### config.mk
export PLATFORM = sky130hd
export DESIGN_NAME = cla_bist
export DESIGN_NICKNAME = d
export VERILOG_FILES = /design/src/rtl/cla_bist.sv
export SDC_FILE = /design/constraint.sdc
export NUM_CORES = 1
export LEC_CHECK = 0
export BUFFER_PORTS_ARGS = -buffer_cell sky130_fd_sc_hd__buf_2
export CORE_MARGIN = 5
export CORE_UTILIZATION = 30
export CTS_CLUSTER_DIAMETER = 120
export CTS_CLUSTER_SIZE = 20
export DETAILED_ROUTE_END_ITERATION = 10
export SYNTH_ARGS = -nofsm -noshare
export SYNTH_HDL_FRONTEND = slang
export SYNTH_SLANG_ARGS = --single-unit
### constraint.sdc
create_clock -name clk -period 2.95 [get_ports clk]
set_clock_uncertainty 0.1 [all_clocks]
set_input_delay 0.59 -clock clk [delete_from_list [all_inputs] [get_ports clk]]
set_output_delay 0.59 -clock clk [all_outputs]
set_load 0.02 [all_outputs]
### src/rtl/cla_bist.sv
// Built-in self-test sequencer for a 4-bit adder.
// Sweeps all 512 {a,b,cin} vectors and counts sum/carry mismatches.
module cla_bist #(
  parameter int SETTLE = 1
) (
  input  logic       clk,
  input  logic       rst_n,
  input  logic       start,
  output logic [3:0] dut_a,
  output logic [3:0] dut_b,
  output logic       dut_cin,
  input  logic [3:0] dut_sum,
  input  logic       dut_cout,
  output logic       busy,
  output logic       done,
  output logic       pass,
  output logic [9:0] err_count,
  output logic [8:0] first_fail_vec,
  output logic       first_fail_valid
);

  typedef enum logic [1:0] {
    IDLE,
    RUN,
    DONE
  } state_t;

  localparam logic [3:0] RELOAD = 4'(SETTLE - 1);

  state_t     state;
  state_t     state_n;
  logic [8:0] v;
  logic [3:0] cnt;
  logic [4:0] exp_sum;
  logic       cmp;
  logic       last;
  logic       miss;
  logic       accept;

  assign {dut_a, dut_b, dut_cin} = v;

  assign exp_sum = {1'b0, dut_a}
                 + {1'b0, dut_b}
                 + {4'b0, dut_cin};
  assign miss   = {dut_cout, dut_sum} != exp_sum;
  assign cmp    = (state == RUN) && (cnt == 4'd0);
  assign last   = (v == 9'd511);
  assign accept = (state == IDLE) && start;

  // State register
  always_ff @(posedge clk or negedge rst_n) begin
    if (!rst_n) state <= IDLE;
    else        state <= state_n;
  end

  // Next-state decode
  always_comb begin
    state_n = state;
    case (state)
      IDLE:    if (start)       state_n = RUN;
      RUN:     if (cmp && last) state_n = DONE;
      DONE:    state_n = IDLE;
      default: state_n = IDLE;
    endcase
  end

  // Status outputs follow the registered state
  always_comb begin
    busy = (state == RUN);
    done = (state == DONE);
  end

  // Vector sweep, settle timing and mismatch bookkeeping
  always_ff @(posedge clk or negedge rst_n) begin
    if (!rst_n) begin
      v                <= '0;
      cnt              <= '0;
      err_count        <= '0;
      first_fail_vec   <= '0;
      first_fail_valid <= 1'b0;
      pass             <= 1'b0;
    end else if (accept) begin
      v                <= '0;
      cnt              <= RELOAD;
      err_count        <= '0;
      first_fail_vec   <= '0;
      first_fail_valid <= 1'b0;
    end else if (state == RUN) begin
      if (!cmp) begin
        cnt <= cnt - 4'd1;
      end else begin
        cnt <= RELOAD;
        if (!last) v <= v + 9'd1;
        if (miss) err_count <= err_count + 10'd1;
        if (miss && !first_fail_valid) begin
          first_fail_vec   <= v;
          first_fail_valid <= 1'b1;
        end
        if (last) pass <= (err_count == 10'd0) && !miss;
      end
    end
  end

endmodule

==> results of run 1 <==
[cell type report]
type | count | area, um^2
repair buffers | 44 | 233
clock buffers | 6 | 72.6
clock inverters | 2 | 35.0
inverters | 14 | 52.6
flip-flops and latches | 36 | 901
multi-input cells | 151 | 1070
well taps | 80 | 100
fillers | 670 | 4260
[cell usage in the layout (no fill, tap or decap), types with 6 or more instances in the layout]
cell | synthesis | routed
xor2_1 | 8 | 8
buf_2 | 0 | 39
nand2_1 | 20 | 20
nor2_1 | 16 | 16
xnor2_1 | 7 | 7
ha_1 | 9 | 9
nand3_1 | 16 | 16
nand4_1 | 6 | 6
dfrtp_1 | 36 | 36
o21ai_0 | 9 | 9
inv_1 | 14 | 14
[worst reg2reg max path, stage by stage (launching register included)]
cell and delay [ps]:
dfrtp_1 410, inv_1 140, fa_1 230, inv_1 70
fa_1 400, a21o_1 200, a21oi_1 170, xnor2_1 220
nor2_2 70, buf_4 190, or4_1 470, o211ai_1 90
[cells in the mapped netlist (all sizes together)]
cell type  instances  area (um^2)
xor2               8         70.1
xnor2              7         61.3
fa                 2         40.0
nor2              17         66.3
or4                2         15.0
nand2             20         75.1
o21ba              1         10.0
nor2b              3         18.8
o41ai              1         8.76
o31ai              5         37.5
o311ai             2         17.5
and2               2         12.5
inv               14         52.6
nand3             16         80.1
o21ai             10         53.8
and4bb             1         12.5
nor3b              1         7.51
o21a               2         15.0
o31a               1         8.76
nand4              6         37.5
dfrtp             36          901
ha                 9          113
o211ai             2         15.0
clkbuf             4         15.0
nand3b             2         15.0
nor3               2         15.0
mux2i              5         50.1
buf                3         26.3
o2111ai            2         35.0
o21bai             2         26.3
a21o               2         15.0
a21oi              4         23.8
and3               5         36.3
nor4               6         52.6
nand2b             3         18.8
[registers in the layout, indices dropped and copies added (netlist names)]
signal            count
state                 2
err_count            10
cnt                   4
v                     9
pass                  1
first_fail_vec        9
first_fail_valid      1
[worst min path at each step]
stage | depth (start not counted) | end | slack [ps] | from
floorplan | 0 | cnt[0] | 190 | rst_n
global placement | 2 | first_fail_vec[2] | 380 | first_fail_vec[2]
detailed placement | 2 | first_fail_vec[5] | 380 | first_fail_vec[5]
CTS | 1 | err_count[7] | 330 | rst_n
global route | 1 | v[6] | 370 | rst_n
finish | 1 | v[4] | 290 | rst_n
[power by group through the flow]
stage,combinational [mW],sequential [mW],clock (mW)
2_1_floorplan,0.568,0.922,0
4_1_cts,0.995,0.796,0.448
3_3_place_gp,0.974,0.801,0
5_1_grt,1.10,0.826,0.472
6_report,0.983,0.800,0.435
3_5_place_dp,0.989,0.805,0
[layer usage]
layer | up-vias | routed length [um] | GRT usage [%]
met5 | - | 0 | 0
met4 | 0 | 53 | 3.66
met1 | 798 | 2290 | 16.5
met3 | 7 | 273 | 3.33
li1 | 823 | - | -
met2 | 44 | 2390 | 20.6
[metrics by stage]
step,std cells,power [mW]
6_report,333,2.22
5_1_grt,333,2.40
3_5_place_dp,325,1.79
3_3_place_gp,325,1.77
2_1_floorplan,208,1.49
4_1_cts,333,2.24
[logic make-up after synthesis]
| kind of cell | count (synthesis) | share of synthesized area [%] |
|---|---|---|
| AND/OR/NAND/NOR | 86 | 22.5 |
| flip-flops | 36 | 43.8 |
| AO/OA/AOI/OAI | 34 | 12.9 |
| buffers and inverters | 21 | 4.56 |
| XOR/XNOR | 15 | 6.38 |
| adder cells (fa/ha/maj) | 11 | 7.42 |
| multiplexers | 5 | 2.43 |
==> reports/results.txt, run 1 <==
DP HPWL: 3610 um
wire per inst: 15.0 um
sequential power share: 36.1%
Clock Tree Root: clkbuf_8
share of cells above drive strength 1: 24.5%
Worst slew margin: 44.8%
status: finished clean
crit-path leading delay family: adder cells
sw frac: 42.3%
Worst setup SP type: register
CTS buffer count: 5
hold-fix buffers at CTS: 0
worst slew pin tran: 828 ps
Iter 0 DRT Violations: 79
R2R depth: 11
Post-DRT Antenna Nets: 0
Clk Latency, worst-skew pair: 290 ps
combinational power share: 44.3%
Routed WL: 5000 um
PD cells: 900 nW/um^2
Reg-to-Reg End: err_count[3]
Final Setup Violations: 0
CP cell instances: inv_1 > fa_1 > inv_1 > fa_1 > a21o_1 > a21oi_1 > xnor2_1 > nor2_2 > buf_4 > or4_1 > o211ai_1
Clk pwr share: 19.6%
Critical Path RT: 3070 ps
global-route wire length before repair: 8630 um
maximum fanout along the worst path: 14
initial antenna violation count: 0
flop-to-flop setup slack: 120 ps
syn avg cell area: 9.90 um^2
max-slew violation count: 0
Max Cap Viol: 0
Post-layout nets: 271
Worst Hold Class: primary input to asynchronous set/reset pin
synth warn: 0
RePlAce Congestion: 0.748
largest net degree at the start of global routing: 37
P_sw: 939 uW
RSZ-0062 raised after global routing: no
die area: 8620 um^2
worst setup path class: register to register
fin crit share: 95.8%
Cell Rows: 30
n_diodes: 0
fin crit period: 2830 ps
clock sink count: 36
cell area after layout: 2460 um^2
final hold slack: 287 ps
Final Util: 36.7%
number of global-route vias before repair: 1785
post-route setup slack: 124 ps
grt total ovfl: 0
Worst VDD drop: 0.000404 V
Int Pwr: 1.28 mW
total track usage: 12.7%
TritonRoute pass-1 iters: 4
Max Fclk: 0.354 GHz
WP depth: 11
Via density: 5.02
Lkg Pwr: 1.16 nW
post-route setup TNS: 0 ps
Worst path max stage delay: 470 ps
Arr. time, crit path: 2940 ps
Critical path destination: err_count[3]
DRC Markers: 0
Area after DPL: 2350 um^2
Setup Buffers After CTS: 0
Post-CTS Resized: 0
clk slew on worst S/H paths: 80 ps
Clock Path Buffers: 2
endpoint type of the worst setup path: register
P&R area growth vs syn: 19.7%
Gate Count Post-Synth: 208
H-tree depth: 2
post-synth cell types: 44
via count: 1672
Post-Synthesis Cell Area: 2060 um^2
Hold Fails Final Rpt: 0
Die Width: 92.8 um
sequential share of the synthesized area: 43.8%
Critical Path Source: v[5]
slowest stage cell, crit path: or4_1
launch point of the worst reg-to-reg path: v[5]
Seq cells post-synth: 36
setup slack at placement: 120 ps
input/output buffers: 39
die height: 92.8 um
CP Buf/Inv Count: 3
Starting Density: 30.6%
CTS tree: yes
# IOs: 40
core area: 6720 um^2
Mapped Nets: 227
(Power assumes the default switching activity.)
==> run 2, diff against run 1 <==
Settings changed: CTS_BUF_LIST set to sky130_fd_sc_hd__clkbuf_2 sky130_fd_sc_hd__clkbuf_4 sky130_fd_sc_hd__clkbuf_8.
==> reports/results.txt, run 2 (synthesis gave the netlist of run 1 again) <==
status: finished clean
H-tree depth: 2
maximum fanout along the worst path: 14
Clk Latency, worst-skew pair: 290 ps
RePlAce Congestion: 0.748
endpoint type of the worst setup path: register
Worst path max stage delay: 470 ps
Critical Path RT: 3070 ps
Starting Density: 30.6%
Worst setup SP type: register
via count: 1678
grt total ovfl: 0
CP Buf/Inv Count: 3
Iter 0 DRT Violations: 79
Setup Buffers After CTS: 0
Max Fclk: 0.353 GHz
final cell count without fillers: 333
number of global-route vias before repair: 1785
CP cell instances: inv_1 > fa_1 > inv_1 > fa_1 > a21o_1 > a21oi_1 > xnor2_1 > nor2_2 > buf_4 > or4_1 > o211ai_1
slowest stage cell, crit path: or4_1
Lkg Pwr: 1.16 nW
DP HPWL: 3610 um
RSZ-0062 raised after global routing: no
largest net degree at the start of global routing: 37
most frequent cells in the layout: buf_2, dfrtp_1, nand2_1
PD cells: 903 nW/um^2
Cell Rows: 30
total track usage: 12.7%
DRC Markers: 0
met3 wire len: 256 um
Via density: 5.04
clk slew on worst S/H paths: 80 ps
Hold Fails Final Rpt: 0
Clock Path Buffers: 2
die height: 92.8 um
Max Cap Viol: 0
input/output buffers: 39
CTS buffer count: 5
die area: 8620 um^2
n_diodes: 0
global-route wire length before repair: 8630 um
max FFs per register: 10
biggest regs: err_count: 10 flops, first_fail_vec: 9 flops, v: 9 flops
fin crit period: 2830 ps
post-route setup TNS: 0 ps
share of cells above drive strength 1: 24.9%
Die Width: 92.8 um
Post-layout nets: 271
fin crit share: 95.9%
setup slack at placement: 120 ps
CTS tree: yes
Routed WL: 5020 um
max-slew violation count: 0
initial antenna violation count: 0
# IOs: 40
Arr. time, crit path: 2950 ps
worst setup path class: register to register
met2 wire length: 2400 um
post-route setup slack: 120 ps
met1 WL: 2310 um
Worst slew margin: 44.8%
wire per inst: 15.1 um
P&R area growth vs syn: 19.9%
core area: 6720 um^2
Post-DRT Antenna Nets: 0
crit-path leading delay family: adder cells
Reg with most FFs: err_count
TritonRoute pass-1 iters: 4
most common cell after layout, fill and taps aside: buf_2
final hold slack: 287 ps
Clock Tree Root: clkbuf_8
flop-to-flop setup slack: 120 ps
Worst VDD drop: 0.000418 V
Final Setup Violations: 0
clock sink count: 36
max layer used: met4
number of cells after detailed placement: 325
Worst Hold Class: primary input to asynchronous set/reset pin
worst slew pin tran: 828 ps
[run 2: final cells by class]
cell class	instances	area (um^2)
Tap cell	80	100
Clock inverter	2	35.0
Fill cell	671	4250
Clock buffer	6	76.3
Inverter	14	52.6
Multi-Input combinational cell	151	1070
Timing Repair Buffer	44	233
Sequential cell	36	901
[run 2: final timing paths]
check	cells past startpoint	to	start
max	11	err_count[3]	v[5]
min	1	v[4]	rst_n
max reg2reg	11	err_count[3]	v[5]
min reg2reg	2	first_fail_vec[6]	first_fail_vec[6]
max in group asynchronous	1	pass	rst_n
min in group clk	2	first_fail_vec[6]	first_fail_vec[6]
[run 2: timing repair]
| item | 4_1_cts | 5_1_grt |
|---|---|---|
| gates resized for setup | 0 | 1 |
| setup endpoints to repair | 0 | 1 |
| hold buffers | 0 | 0 |
[run 2: layer usage]
metal	GRT usage, %	up-vias
met4	3.66	0
met1	16.5	808
li1	-	822
met5	0	-
met2	20.6	41
met3	3.33	7
[run 2: report_power, final]
part	internal [mW]	leakage, nW	switching [mW]	total [mW]
clock network	0.260	0.0586	0.184	0.444
registers	0.636	0.436	0.163	0.800
logic	0.392	0.665	0.593	0.984
total	1.29	1.16	0.940	2.23
[run 2: per-stage QoR]
| stage | utilization (%) | cell area (um^2) | total power [mW] |
|---|---|---|---|
| global route | 36.7 | 2470 | 2.41 |
| floorplan | - | 2060 | 1.49 |
| global placement | 35.0 | 2350 | 1.77 |
| finish | 36.7 | 2470 | 2.23 |
| CTS | 36.6 | 2460 | 2.25 |
| detailed placement | 35.0 | 2350 | 1.79 |
==> run 3, diff against run 2 <==
Settings changed: BUFFER_PORTS_ARGS -buffer_cell sky130_fd_sc_hd__buf_2 to -buffer_cell sky130_fd_sc_hd__clkbuf_2.
==> reports/results.txt, run 3 (synthesis gave the netlist of run 1 again) <==
status: finished clean
Final Util: 36.9%
Lkg Pwr: 1.16 nW
cell area after layout: 2480 um^2
Setup Buffers After CTS: 0
endpoint type of the worst setup path: register
max FFs per register: 10
largest net degree at the start of global routing: 37
Area after DPL: 2350 um^2
most frequent cells in the layout: clkbuf_2, dfrtp_1, nand2_1
post-route setup TNS: 0 ps
Reg-to-Reg End: err_count[3]
max-slew violation count: 0
DP HPWL: 3480 um
post-route setup slack: 189 ps
PD cells: 895 nW/um^2
initial antenna violation count: 0
TritonRoute pass-1 iters: 4
via count: 1681
Worst setup SP type: register
fin crit share: 93.6%
Tot Pwr: 2.22 mW
sequential cell area: 901 um^2
most common cell after layout, fill and taps aside: clkbuf_2
setup slack at placement: 140 ps
Starting Density: 30.6%
input/output buffers: 39
area of the multi-input gates: 1080 um^2
Hold Fails Final Rpt: 0
Via density: 5.05
P&R area growth vs syn: 20.4%
total track usage: 12.1%
biggest regs: err_count: 10 flops, first_fail_vec: 9 flops, v: 9 flops
die height: 92.8 um
CTS tree: yes
R2R depth: 11
Post-DRT Antenna Nets: 0
maximum fanout along the worst path: 14
Max Fclk: 0.362 GHz
flop-to-flop setup slack: 190 ps
# IOs: 40
Routed WL: 4760 um
number of global-route vias before repair: 1730
hold-fix buffers at CTS: 0
DRC Markers: 0
Arr. time, crit path: 2880 ps
die area: 8620 um^2
core area: 6720 um^2
RePlAce Congestion: 0.766
Worst slew margin: 38.7%
final hold slack: 315 ps
RSZ-0062 raised after global routing: no
Final Setup Violations: 0
number of cells after detailed placement: 325
Post-CTS Resized: 0
Post-layout nets: 271
Iter 0 DRT Violations: 73
Reg with most FFs: err_count
launch point of the worst reg-to-reg path: v[5]
fillers: 680
n_diodes: 0
Worst VDD drop: 0.000526 V
final cell count without fillers: 333
Die Width: 92.8 um
Critical Path RT: 3070 ps
CTS buffer count: 5
clock sink count: 36
H-tree depth: 2
Cell Rows: 30
Worst Hold Class: primary input to asynchronous set/reset pin
clk slew on worst S/H paths: 80 ps
Clock Path Buffers: 2
Clk Latency, worst-skew pair: 300 ps
worst setup path class: register to register
wire per inst: 14.3 um
Clock Tree Root: clkbuf_8
grt total ovfl: 0
Max Cap Viol: 0
share of cells above drive strength 1: 25.7%
fin crit period: 2760 ps
worst slew pin tran: 920 ps
Critical Path Source: v[5]
global-route wire length before repair: 8300 um
==> run 3: layout make-up <==
cell class | instances | area share (%)
Clock inverter | 3 | 1.72
Tap cell | 80 | 4.04
Multi-Input combinational cell | 151 | 43.6
Clock buffer | 5 | 2.78
Sequential cell | 36 | 36.3
Inverter | 14 | 2.12
Timing Repair Buffer | 44 | 9.39
==> run 3: power by group <==
group / total (mW) / internal, mW / switching (mW)
combinational: 0.975 / 0.390 / 0.585
clock: 0.446 / 0.250 / 0.196
sequential: 0.797 / 0.636 / 0.161
total: 2.22 / 1.28 / 0.942
==> run 3: how the worst max path moves through the flow <==
stage,endpoint,slack [ps],cells past startpoint
finish,err_count[3],190,11
global route,err_count[3],10,11
CTS,err_count[3],120,11
detailed placement,err_count[3],140,11
global placement,err_count[3],210,11
floorplan,first_fail_vec[0],210,10
==> run 3: critical path: stages (launching register included) <==
cell	delay (ps)
dfrtp_1	400
inv_1	140
fa_1	220
inv_1	60
fa_1	390
a21o_1	210
a21oi_2	180
xnor2_2	160
nor2_2	60
buf_4	190
or4_1	480
o211ai_1	100
==> run 3: metal layers <==
| metal | routed length, um | part of all wire (%) | GRT usage (%) | up-vias |
|---|---|---|---|---|
| li1 | - | - | - | 826 |
| met1 | 2190 | 46 | 15.7 | 812 |
| met2 | 2280 | 48 | 19.4 | 40 |
| met3 | 265 | 5.6 | 3.57 | 3 |
| met4 | 23 | 0.48 | 3.66 | 0 |
| met5 | 0 | 0 | 0 | - |
